`src/rtl/if_pkg.sv`:
```
// Package: if_pkg
// Shared types and constants for the instruction-fetch stage.
//   NOP_INST          canonical NOP (addi x0,x0,0) shown to ID when no entry is valid
//   DEFAULT_RESET_PC  default PC loaded on reset
//   fq_entry_t        one fetch-queue entry: {pc, inst}
package if_pkg;

  localparam logic [31:0] NOP_INST         = 32'h0000_0013;
  localparam logic [31:0] DEFAULT_RESET_PC = 32'h0000_0000;

  typedef struct packed {
    logic [31:0] pc;
    logic [31:0] inst;
  } fq_entry_t;

endpackage

```
`src/rtl/fetch_queue.sv`:
```
// Module: fetch_queue
// Small FIFO of fq_entry_t between the I-cache response and the ID stage.
// Ports:
//   clk, rst        clock, synchronous active-high reset (control state only)
//   clear           synchronous flush: pointers and count return to zero
//   push, push_data write one entry (ignored when full)
//   pop             retire the head entry (ignored when empty)
//   head            entry at the read pointer (meaningful only when ~empty)
//   full, empty     occupancy flags
//   count           number of valid entries, 0..DEPTH
// DEPTH must be a power of two >= 2 so the pointers wrap naturally.
module fetch_queue
  import if_pkg::*;
#(
  parameter  int DEPTH = 2,
  localparam int PTR_W = $clog2(DEPTH),
  localparam int CNT_W = PTR_W + 1
) (
  input  logic             clk,
  input  logic             rst,
  input  logic             clear,
  input  logic             push,
  input  logic             pop,
  input  fq_entry_t        push_data,
  output fq_entry_t        head,
  output logic             full,
  output logic             empty,
  output logic [CNT_W-1:0] count
);

  localparam logic [CNT_W-1:0] FULL_CNT = CNT_W'(DEPTH);

  fq_entry_t        mem [DEPTH];
  logic [PTR_W-1:0] wr_ptr;
  logic [PTR_W-1:0] rd_ptr;
  logic [CNT_W-1:0] cnt;
  logic             do_push;
  logic             do_pop;

  assign full    = (cnt == FULL_CNT);
  assign empty   = (cnt == '0);
  assign count   = cnt;
  assign head    = mem[rd_ptr];
  assign do_push = push & ~full;
  assign do_pop  = pop & ~empty;

  always_ff @(posedge clk) begin
    if (rst || clear) begin
      wr_ptr <= '0;
      rd_ptr <= '0;
      cnt    <= '0;
    end else begin
      if (do_push) wr_ptr <= wr_ptr + 1'b1;
      if (do_pop)  rd_ptr <= rd_ptr + 1'b1;
      case ({do_push, do_pop})
        2'b10:   cnt <= cnt + 1'b1;
        2'b01:   cnt <= cnt - 1'b1;
        default: cnt <= cnt;
      endcase
    end
  end

  // Entry storage carries no reset; validity is tracked by the pointers.
  always_ff @(posedge clk) begin
    if (do_push) mem[wr_ptr] <= push_data;
  end

endmodule

```
`src/rtl/if_fetch_stage.sv`:
```
// Module: if_fetch_stage
// Instruction-fetch stage: holds the architectural PC, requests instructions
// from the I-cache core port and buffers {pc, inst} pairs for the ID stage.
// A redirect (flush) empties the queue and discards any fetch still in flight.
// Ports:
//   clk, rst       clock, synchronous active-high reset
//   new_pc         next PC from the next-PC adder (redirect target when flush)
//   flush          redirect from branch/jump/trap
//   id_stall       ID cannot take an instruction this cycle
//   I_core_wait    I-cache busy, im_rdata invalid
//   im_rdata       I-cache read data
//   im_req/im_addr fetch request and address (= pc)
//   pc             current PC back to the next-PC adder
//   fq_full        queue full; the next-PC adder must hold
//   if_valid/if_pc/if_inst  ID-side entry (if_inst = NOP, if_pc = 0 when invalid)
// Optional build macro IF_PERF_CNT_EN adds perf_fetch_cnt, perf_wait_cnt and
// perf_drop_cnt (32-bit, wrapping) without changing any other behaviour.
module if_fetch_stage
  import if_pkg::*;
#(
  parameter logic [31:0] RESET_PC = DEFAULT_RESET_PC,
  parameter int          FQ_DEPTH = 2
) (
  input  logic        clk,
  input  logic        rst,
  input  logic [31:0] new_pc,
  input  logic        flush,
  input  logic        id_stall,
  input  logic        I_core_wait,
  input  logic [31:0] im_rdata,
  output logic        im_req,
  output logic [31:0] im_addr,
  output logic [31:0] pc,
  output logic        fq_full,
  output logic        if_valid,
  output logic [31:0] if_pc,
  output logic [31:0] if_inst
`ifdef IF_PERF_CNT_EN
  ,
  output logic [31:0] perf_fetch_cnt,
  output logic [31:0] perf_wait_cnt,
  output logic [31:0] perf_drop_cnt
`endif
);

  localparam int CNT_W = $clog2(FQ_DEPTH) + 1;

  logic             rst_q;
  logic             drop;
  logic             complete;
  logic             push;
  logic             pop;
  logic             fq_empty;
  logic [CNT_W-1:0] fq_count;
  fq_entry_t        fq_in;
  fq_entry_t        fq_head;

  // Requests start one cycle after reset releases.
  always_ff @(posedge clk) begin
    rst_q <= rst;
  end

  assign im_req   = ~rst_q & ~fq_full;
  assign im_addr  = pc;
  assign complete = im_req & ~I_core_wait;
  assign push     = complete & ~drop & ~flush;
  assign pop      = if_valid & ~id_stall;
  assign fq_in    = '{pc: pc, inst: im_rdata};

  // A discarded (stale) completion must not advance the PC: it already
  // holds the redirect target.
  always_ff @(posedge clk) begin
    if (rst) begin
      pc <= RESET_PC;
    end else if (flush) begin
      pc <= new_pc;
    end else if (complete && !drop) begin
      pc <= new_pc;
    end
  end

  // drop marks a fetch that was in flight when a redirect arrived; the next
  // completion belongs to the old path and is thrown away.
  always_ff @(posedge clk) begin
    if (rst) begin
      drop <= 1'b0;
    end else if (flush && (drop || (im_req && I_core_wait))) begin
      drop <= 1'b1;
    end else if (complete) begin
      drop <= 1'b0;
    end
  end

  fetch_queue #(
    .DEPTH (FQ_DEPTH)
  ) u_fq (
    .clk       (clk),
    .rst       (rst),
    .clear     (flush),
    .push      (push),
    .pop       (pop),
    .push_data (fq_in),
    .head      (fq_head),
    .full      (fq_full),
    .empty     (fq_empty),
    .count     (fq_count)
  );

  assign if_valid = ~fq_empty;
  assign if_pc    = if_valid ? fq_head.pc   : 32'h0;
  assign if_inst  = if_valid ? fq_head.inst : NOP_INST;

`ifdef IF_PERF_CNT_EN
  // Drops count both stale/redirected completions and entries thrown away
  // by a flush.
  always_ff @(posedge clk) begin
    if (rst) begin
      perf_fetch_cnt <= '0;
      perf_wait_cnt  <= '0;
      perf_drop_cnt  <= '0;
    end else begin
      if (push) perf_fetch_cnt <= perf_fetch_cnt + 32'd1;
      if (im_req && I_core_wait) perf_wait_cnt <= perf_wait_cnt + 32'd1;
      perf_drop_cnt <= perf_drop_cnt
                     + 32'(complete & (drop | flush))
                     + (flush ? 32'(fq_count) : 32'd0);
    end
  end
`else
  // Occupancy count only feeds the performance counters.
  logic fq_count_unused;
  assign fq_count_unused = ^fq_count;
`endif

endmodule
```
`config.mk`:
```
export PLATFORM = sky130hd
export DESIGN_NAME = if_fetch_stage
export DESIGN_NICKNAME = d
export VERILOG_FILES = /design/src/rtl/if_pkg.sv /design/src/rtl/fetch_queue.sv /design/src/rtl/if_fetch_stage.sv
export SDC_FILE = /design/constraint.sdc
export NUM_CORES = 1
export LEC_CHECK = 0
export ABC_AREA = 1
export CORE_MARGIN = 1
export CORE_UTILIZATION = 35
export DETAILED_ROUTE_END_ITERATION = 6
export GPL_TIMING_DRIVEN = 0
export RECOVER_POWER = 50
export SYNTH_ARGS = -nofsm -noshare
export SYNTH_HDL_FRONTEND = slang
export SYNTH_SLANG_ARGS = --single-unit
```
`constraint.sdc`:
```
create_clock -name clk -period 4.5 [get_ports clk]
set_input_delay 0.675 -clock clk [delete_from_list [all_inputs] [get_ports clk]]
set_output_delay 0.675 -clock clk [all_outputs]
set_load 0.02 [all_outputs]
```
==> flow_summary.yaml, run 1 <==
worst_setup_path:
  timing.rr.start: "u_fq.count[0]$_SDFFE_PP0P_"
  max_stage_delay_on_crit_path_ns: 1.27
  worst_path_dominant_cell_family: "simple AND/OR/NAND/NOR gates"
  critPathKind: "in2reg"
  worstPathCellList: "dlygate4sd3_1, inv_1, nand4_1, nor2_1, inv_1, nor2_1, buf_12"
  worst_ep_required_time_ns: 4.62
  crit_slowest_cell: "nor2_1"
  buffer_and_inverter_count_on_the_worst_path: 4
  cp-start-kind: "input pin"
  endpoint_kind: "register"
  critPathLaunch: "I_core_wait"
  worstPathMaxFanout: 25
  arrival_ns: 3.64
cts:
  cts_made_buffers: 17
  clock_slew_seen_by_the_registers_of_the_worst_setup_and_hold_paths_ns: 0.06
  cts_repair_resizes: 0
  post_cts.repair.setup_buffers: 0
  ctsHtreeMaxLevel: 4
  clk_latency_worst_skew_pair_ns: 0.42
  cts_tree: "done"
  cts_num_sinks: 167
  clk_path_buf_depth: 2
  post_cts_hold_buffer_count: 0
  cts.root.buffer_cell: "clkbuf_16"
placed_design:
  dp_cells: 1030
  gp_routability_congestion: 0.737
  port_buffers: 199
  dp_hpwl_um: 10900
finish:
  fill_cells: 1670
  area_growth_syn_to_layout_pct: 42.6
  insertedDiodeCount: 0
  fin_util_pct: 51.1
  final_net_count: 885
  post_layout_nonfiller_instances: 1062
  multi_input_logic_area_mm2: 0.00163
  final_layout_size_suffix_gt1_share_pct: 13.6
  layout.area.seq_mm2: 0.00462
synthesis:
  synth.top_cells.by_area: "edfxtp_1, dfxtp_1, nand2_1, a21oi_1, buf_4"
  postSynth.asyncResetShare_pct: 0
  postSynth.topFlopCell: "edfxtp_1"
  yosys_register_bits: 167
  syn-num-nets: 665
  synth-edff-count: 128
  top_cell_types_by_occurrence_after_synthesis: "nand2_1, edfxtp_1, a21oi_1"
  synthMostInstantiatedCell: "nand2_1"
  synth.yosys.seq_area_share_pct: 68.7
  netlist-cell-type-count: 21
  post_synth.cell_area_avg_um2: 11.3
  synth.cell_area_mm2: 0.00673
  syn-instance-count: 595
  cell_accounting_for_the_most_synthesized_area: "edfxtp_1"
  synthDominantCellAreaShare_pct: 57.1
  synth.yosys.warnings: 0
sta:
  finalSetupViolations: 0
  max_slew.worst_pin.slew_ns: 1.72
  layout_worst_path_cycle_share_pct: 78.4
  achievable-frequency_mhz: 284
  post_route_clock_skew_ns: 0.00982
  worst_rel_slew_slack_pct: -15.1
  slew_violations: 16
  hold_violations: 0
  finalWorstPathRequiredPeriod_ns: 3.53
  rsz_0062_raised_after_global_routing: "false"
power_and_ir_drop:
  leakage_nw: 3.64
  cellPowerDensity_mw_per_mm2: 367
  total_switching_power_mw: 0.871
  peakVddDrop_v: 0.000237
  part_of_the_power_in_the_clock_network_pct: 39.0
  p_sw_share_pct: 24.7
  p_int_mw: 2.65
  p_comb_share_pct: 11.4
  share_seq_of_total_power_pct: 49.6
  totalPowerFinal_mw: 3.53
die:
  die_h_um: 141
  dieArea_mm2: 0.0198
  rows: 50
  floorplan.io_pins: 200
  design.core.area_mm2: 0.0188
  die_width_um: 141
  start_util_pct: 35.9
run:
  reported_max_cap_violation_count: 1
grt:
  grt_start_max_net_pins: 65
  globalRouteOverflowTotal: 0
  number_of_global_route_vias_before_repair: 4660
  grt_pass1_wl_um: 24800
  number_of_antenna_violations_at_the_first_check_in_global_routing: 1
  gr-usage-all-layers_pct: 16.5
routing:
  detail_route.drc_violations: 0
  drt_wl_total_um: 16200
  route.antenna.remaining_nets: 0
  dr_total_vias: 4907
  drt_first_iter_violations: 236
  routed_wire_length_per_instance_um: 15.3
  detail_route.first_pass.iterations: 4
  post_drt_via_cell_ratio: 4.62
min_path:
  worst_hold_path_type: "reg2reg"
  hold_path_startpoint: "u_fq.rd_ptr$_SDFFE_PP0P_"
run_status:
  violations: "max-capacitance violations, max-slew violations"
  status: "complete, but fails checks"
## flip-flops by register name (all words and copies together) (netlist names), named ones only
| register | flops |
|---|---|
| u_fq.mem | 128 |
| rst_q | 1 |
| drop | 1 |
| u_fq.wr_ptr | 1 |
| im_addr | 32 |
| u_fq.count | 2 |
| u_fq.rd_ptr | 1 |
## layout make-up
class | instances | share of cell area [%]
Sequential cell | 167 | 48.2
Timing Repair Buffer | 201 | 21.2
Multi-Input combinational cell | 351 | 17.0
Clock buffer | 19 | 4.61
Buffer | 63 | 4.28
Tap cell | 234 | 3.05
Clock inverter | 13 | 1.17
Inverter | 14 | 0.574
## kinds of logic (layout without fill, tap and decap cells)
logic type      count (synthesis)  count (layout)  share of synthesized area (%)
simple gates                  280             280                           19.0
flops                         167             167                           68.7
buf+inv                        77             310                           6.88
compound gates                 70              70                           5.20
fa+ha+maj                       1               1                          0.186
## per-layer routing
| metal | track usage (%) | wire length [µm] |
|---|---|---|
| met5 | 0 | 10 |
| met4 | 5.32 | 143 |
| met3 | 4.04 | 746 |
| met2 | 27.8 | 7950 |
| met1 | 20.9 | 7350 |
## cell usage in the layout (no fill, tap or decap), drive strengths merged
master         instances
nand3                  5
inv                   19
nand4                  1
a21oi                 66
nand3b                32
clkbuf                37
clkdlybuf4s50        131
ha                     1
nand2                167
dfxtp                 39
buf                   47
nor2                  75
edfxtp               128
dlygate4sd3           68
o21ai                  4
clkinvlp               2
clkinv                 6
## power groups by stage
| stage | clock network, mW | registers [mW] | logic [mW] |
|---|---|---|---|
| final | 1.38 | 1.75 | 0.403 |
| after global routing | 1.47 | 1.75 | 0.432 |
| after CTS | 1.41 | 1.75 | 0.424 |
| after detailed placement | 0 | 1.78 | 0.422 |
| after global placement | 0 | 1.78 | 0.413 |
| after floorplan | 0 | 1.80 | 0.184 |
## stage by stage
step | setup TNS (ns) | setup WS, ns | hold slack [ns] | cell area [µm²]
floorplan | 0 | 0.174 | 0.425 | 6730
global placement | -126.03 | -1.97 | 0.440 | 9020
detailed placement | 0 | 1.67 | 0.446 | 9070
CTS | 0 | 1.35 | 0.457 | 9620
global route | 0 | 0.688 | 0.495 | 9600
finish | 0 | 0.974 | 0.457 | 9600
## path summary, 6_finish.rpt
check | end | slack [ns] | depth (start not counted)
worst max-delay path | u_fq.mem[0][60]$_DFFE_PP_ | 0.97 | 7
worst min-delay path | register | 0.46 | 1
worst max register to register | u_fq.mem[0][60]$_DFFE_PP_ | 1.38 | 7
worst min register to register | register | 0.46 | 1
(Power assumes the default switching activity.)
==> run 2, diff against run 1 <==
clock period = 2.9 ns   (was 4.5 ns; I/O delays follow)
==> run 2 against run 1 <==
Effect of this change:
- the run now ends clean
- worst setup slack lost 0.85 ns
- utilization grew 0.34 points
- sequential cell count is the same
- clock power grew 64%
- largest power group unchanged
==> flow_summary.yaml, run 2 (synthesis gave the netlist of run 1 again) <==
cts:
  cts.root.buffer_cell: "clkbuf_16"
  post_cts.repair.setup_buffers: 0
  ctsHtreeMaxLevel: 4
  cts_num_sinks: 167
  post_cts_hold_buffer_count: 0
  clock_slew_seen_by_the_registers_of_the_worst_setup_and_hold_paths_ns: 0.06
  clk_path_buf_depth: 2
  cts_made_buffers: 17
  cts_tree: "done"
  clk_latency_worst_skew_pair_ns: 0.41
worst_setup_path:
  max_stage_delay_on_crit_path_ns: 0.65
  worst_ep_required_time_ns: 2.47
  arrival_ns: 2.34
  cp-start-kind: "register"
  endpoint_kind: "primary output"
  worstPathMaxFanout: 10
  worstPathCellList: "inv_2, buf_1, nand2_1, a21oi_1, clkdlybuf4s50_1"
  r2r_cells: 7
  crit_slowest_cell: "clkdlybuf4s50_1"
  critPathKind: "reg2out"
power_and_ir_drop:
  p_comb_share_pct: 11.0
  p_sw_share_pct: 22.5
  p_int_mw: 4.34
  peakVddDrop_v: 0.000391
  part_of_the_power_in_the_clock_network_pct: 40.5
  leakage_nw: 3.70
  share_seq_of_total_power_pct: 48.5
  total_switching_power_mw: 1.26
  cellPowerDensity_mw_per_mm2: 579
grt:
  grt-busiest-layer: "met2"
  grt_pass1_wl_um: 24800
  globalRouteOverflowTotal: 0
  grt_use_met2_pct: 27.9
  groute.layer.met3.usage_pct: 4.14
  number_of_global_route_vias_before_repair: 4817
  grt_start_max_net_pins: 65
  number_of_antenna_violations_at_the_first_check_in_global_routing: 1
  grt_util_met1_pct: 20.4
  gr-usage-all-layers_pct: 16.4
min_path:
  whs_path_depth: 1
  worst_hold_path_type: "reg2reg"
die:
  start_util_pct: 35.9
  design.core.area_mm2: 0.0188
  die_h_um: 141
  floorplan.io_pins: 200
  dieArea_mm2: 0.0198
  rows: 50
  die_width_um: 141
sta:
  finalWorstPathRequiredPeriod_ns: 2.78
  rsz_0062_raised_after_global_routing: "false"
  achievable-frequency_mhz: 360
  post_route_clock_skew_ns: 0.00781
  tns_ns: 0
  worst_rel_slew_slack_pct: 41.1
  slew_violations: 0
  timing.final.ws_setup_ns: 0.122
  finalSetupViolations: 0
  max_slew.worst_pin.slew_ns: 0.884
  hold_violations: 0
  layout_worst_path_cycle_share_pct: 95.8
run:
  reported_max_cap_violation_count: 0
placed_design:
  postPlaceCellArea_mm2: 0.00907
  dp_slack_ns: 0.201
  dp_hpwl_um: 10800
  port_buffers: 199
  gp_routability_congestion: 0.749
routing:
  drt_wl_total_um: 16000
  detail_route.first_pass.iterations: 6
  drt_first_iter_violations: 203
  route.antenna.remaining_nets: 0
  dr_total_vias: 4874
  post_drt_via_cell_ratio: 4.59
  routed_wire_length_per_instance_um: 15.0
  detail_route.drc_violations: 0
finish:
  max_flop_register: "u_fq.mem"
  final_layout_size_suffix_gt1_share_pct: 13.6
  final_net_count: 885
  area_growth_syn_to_layout_pct: 43.5
  design_area_mm2: 0.00966
  fill_cells: 1683
  largest_register_ffs: 128
  mostFrequentLayoutCells: "nand2_1, edfxtp_1, clkdlybuf4s50_1"
  final_common_cell: "nand2_1"
run_status:
  status: "completed"
-- run 2: path summary, 6_finish.rpt --
kind / start / endpoint / slack [ns]
worst max-delay path: register / if_pc[12] / 0.12
worst min register to register: u_fq.rd_ptr$_SDFFE_PP0P_ / register / 0.46
worst max register to register: u_fq.count[0]$_SDFFE_PP0P_ / u_fq.mem[0][58]$_DFFE_PP_ / 0.41
worst min-delay path: u_fq.rd_ptr$_SDFFE_PP0P_ / register / 0.46
-- run 2: metal layers --
metal	routed length, µm	part of all wire, %	vias up
li1	-	-	2421
met1	7120	45	2296
met2	7750	49	145
met3	872	5.5	12
met4	212	1.3	0
met5	0	0	-
-- run 2: power by group through the flow --
stage	combinational [mW]	sequential (mW)	clock, mW
floorplan	0.285	2.79	0
global placement	0.640	2.76	0
detailed placement	0.653	2.77	0
CTS	0.657	2.72	2.32
global route	0.663	2.72	2.42
finish	0.616	2.71	2.27
-- run 2: metrics by stage --
stage	power, mW	util [%]	hold slack [ns]	std cells
floorplan	3.08	-	0.425	595
global placement	3.40	48.1	0.436	1028
CTS	5.70	51.6	0.456	1062
global route	5.80	51.5	0.492	1063
detailed placement	3.42	48.4	0.441	1030
finish	5.60	51.5	0.457	1063
-- run 2: what timing repair did --
action	in CTS	in global routing
cloned	0	0
setup endpoints to repair	19	3
resized for setup	2	4
-- run 2: critical path, delay by kind of cell, from the launching register on --
| family | cells | cell delay, ns |
|---|---|---|
| flip-flops | 1 | 0.31 |
| buffers and inverters | 3 | 1.26 |
| AO/OA/AOI/OAI | 1 | 0.23 |
| AND/OR/NAND/NOR | 1 | 0.12 |
-- run 2: cell type report --
type	instances	area, µm²	share of cell area (%)
inverters	14	55.1	0.570
repair buffers	201	2040	21.1
well taps	234	293	3.03
multi-input cells	351	1640	17.0
clock inverters	8	81.3	0.842
clock buffers	24	526	5.44
plain buffers	63	398	4.12
diodes	1	2.50	0.0259
flip-flops and latches	167	4620	47.9
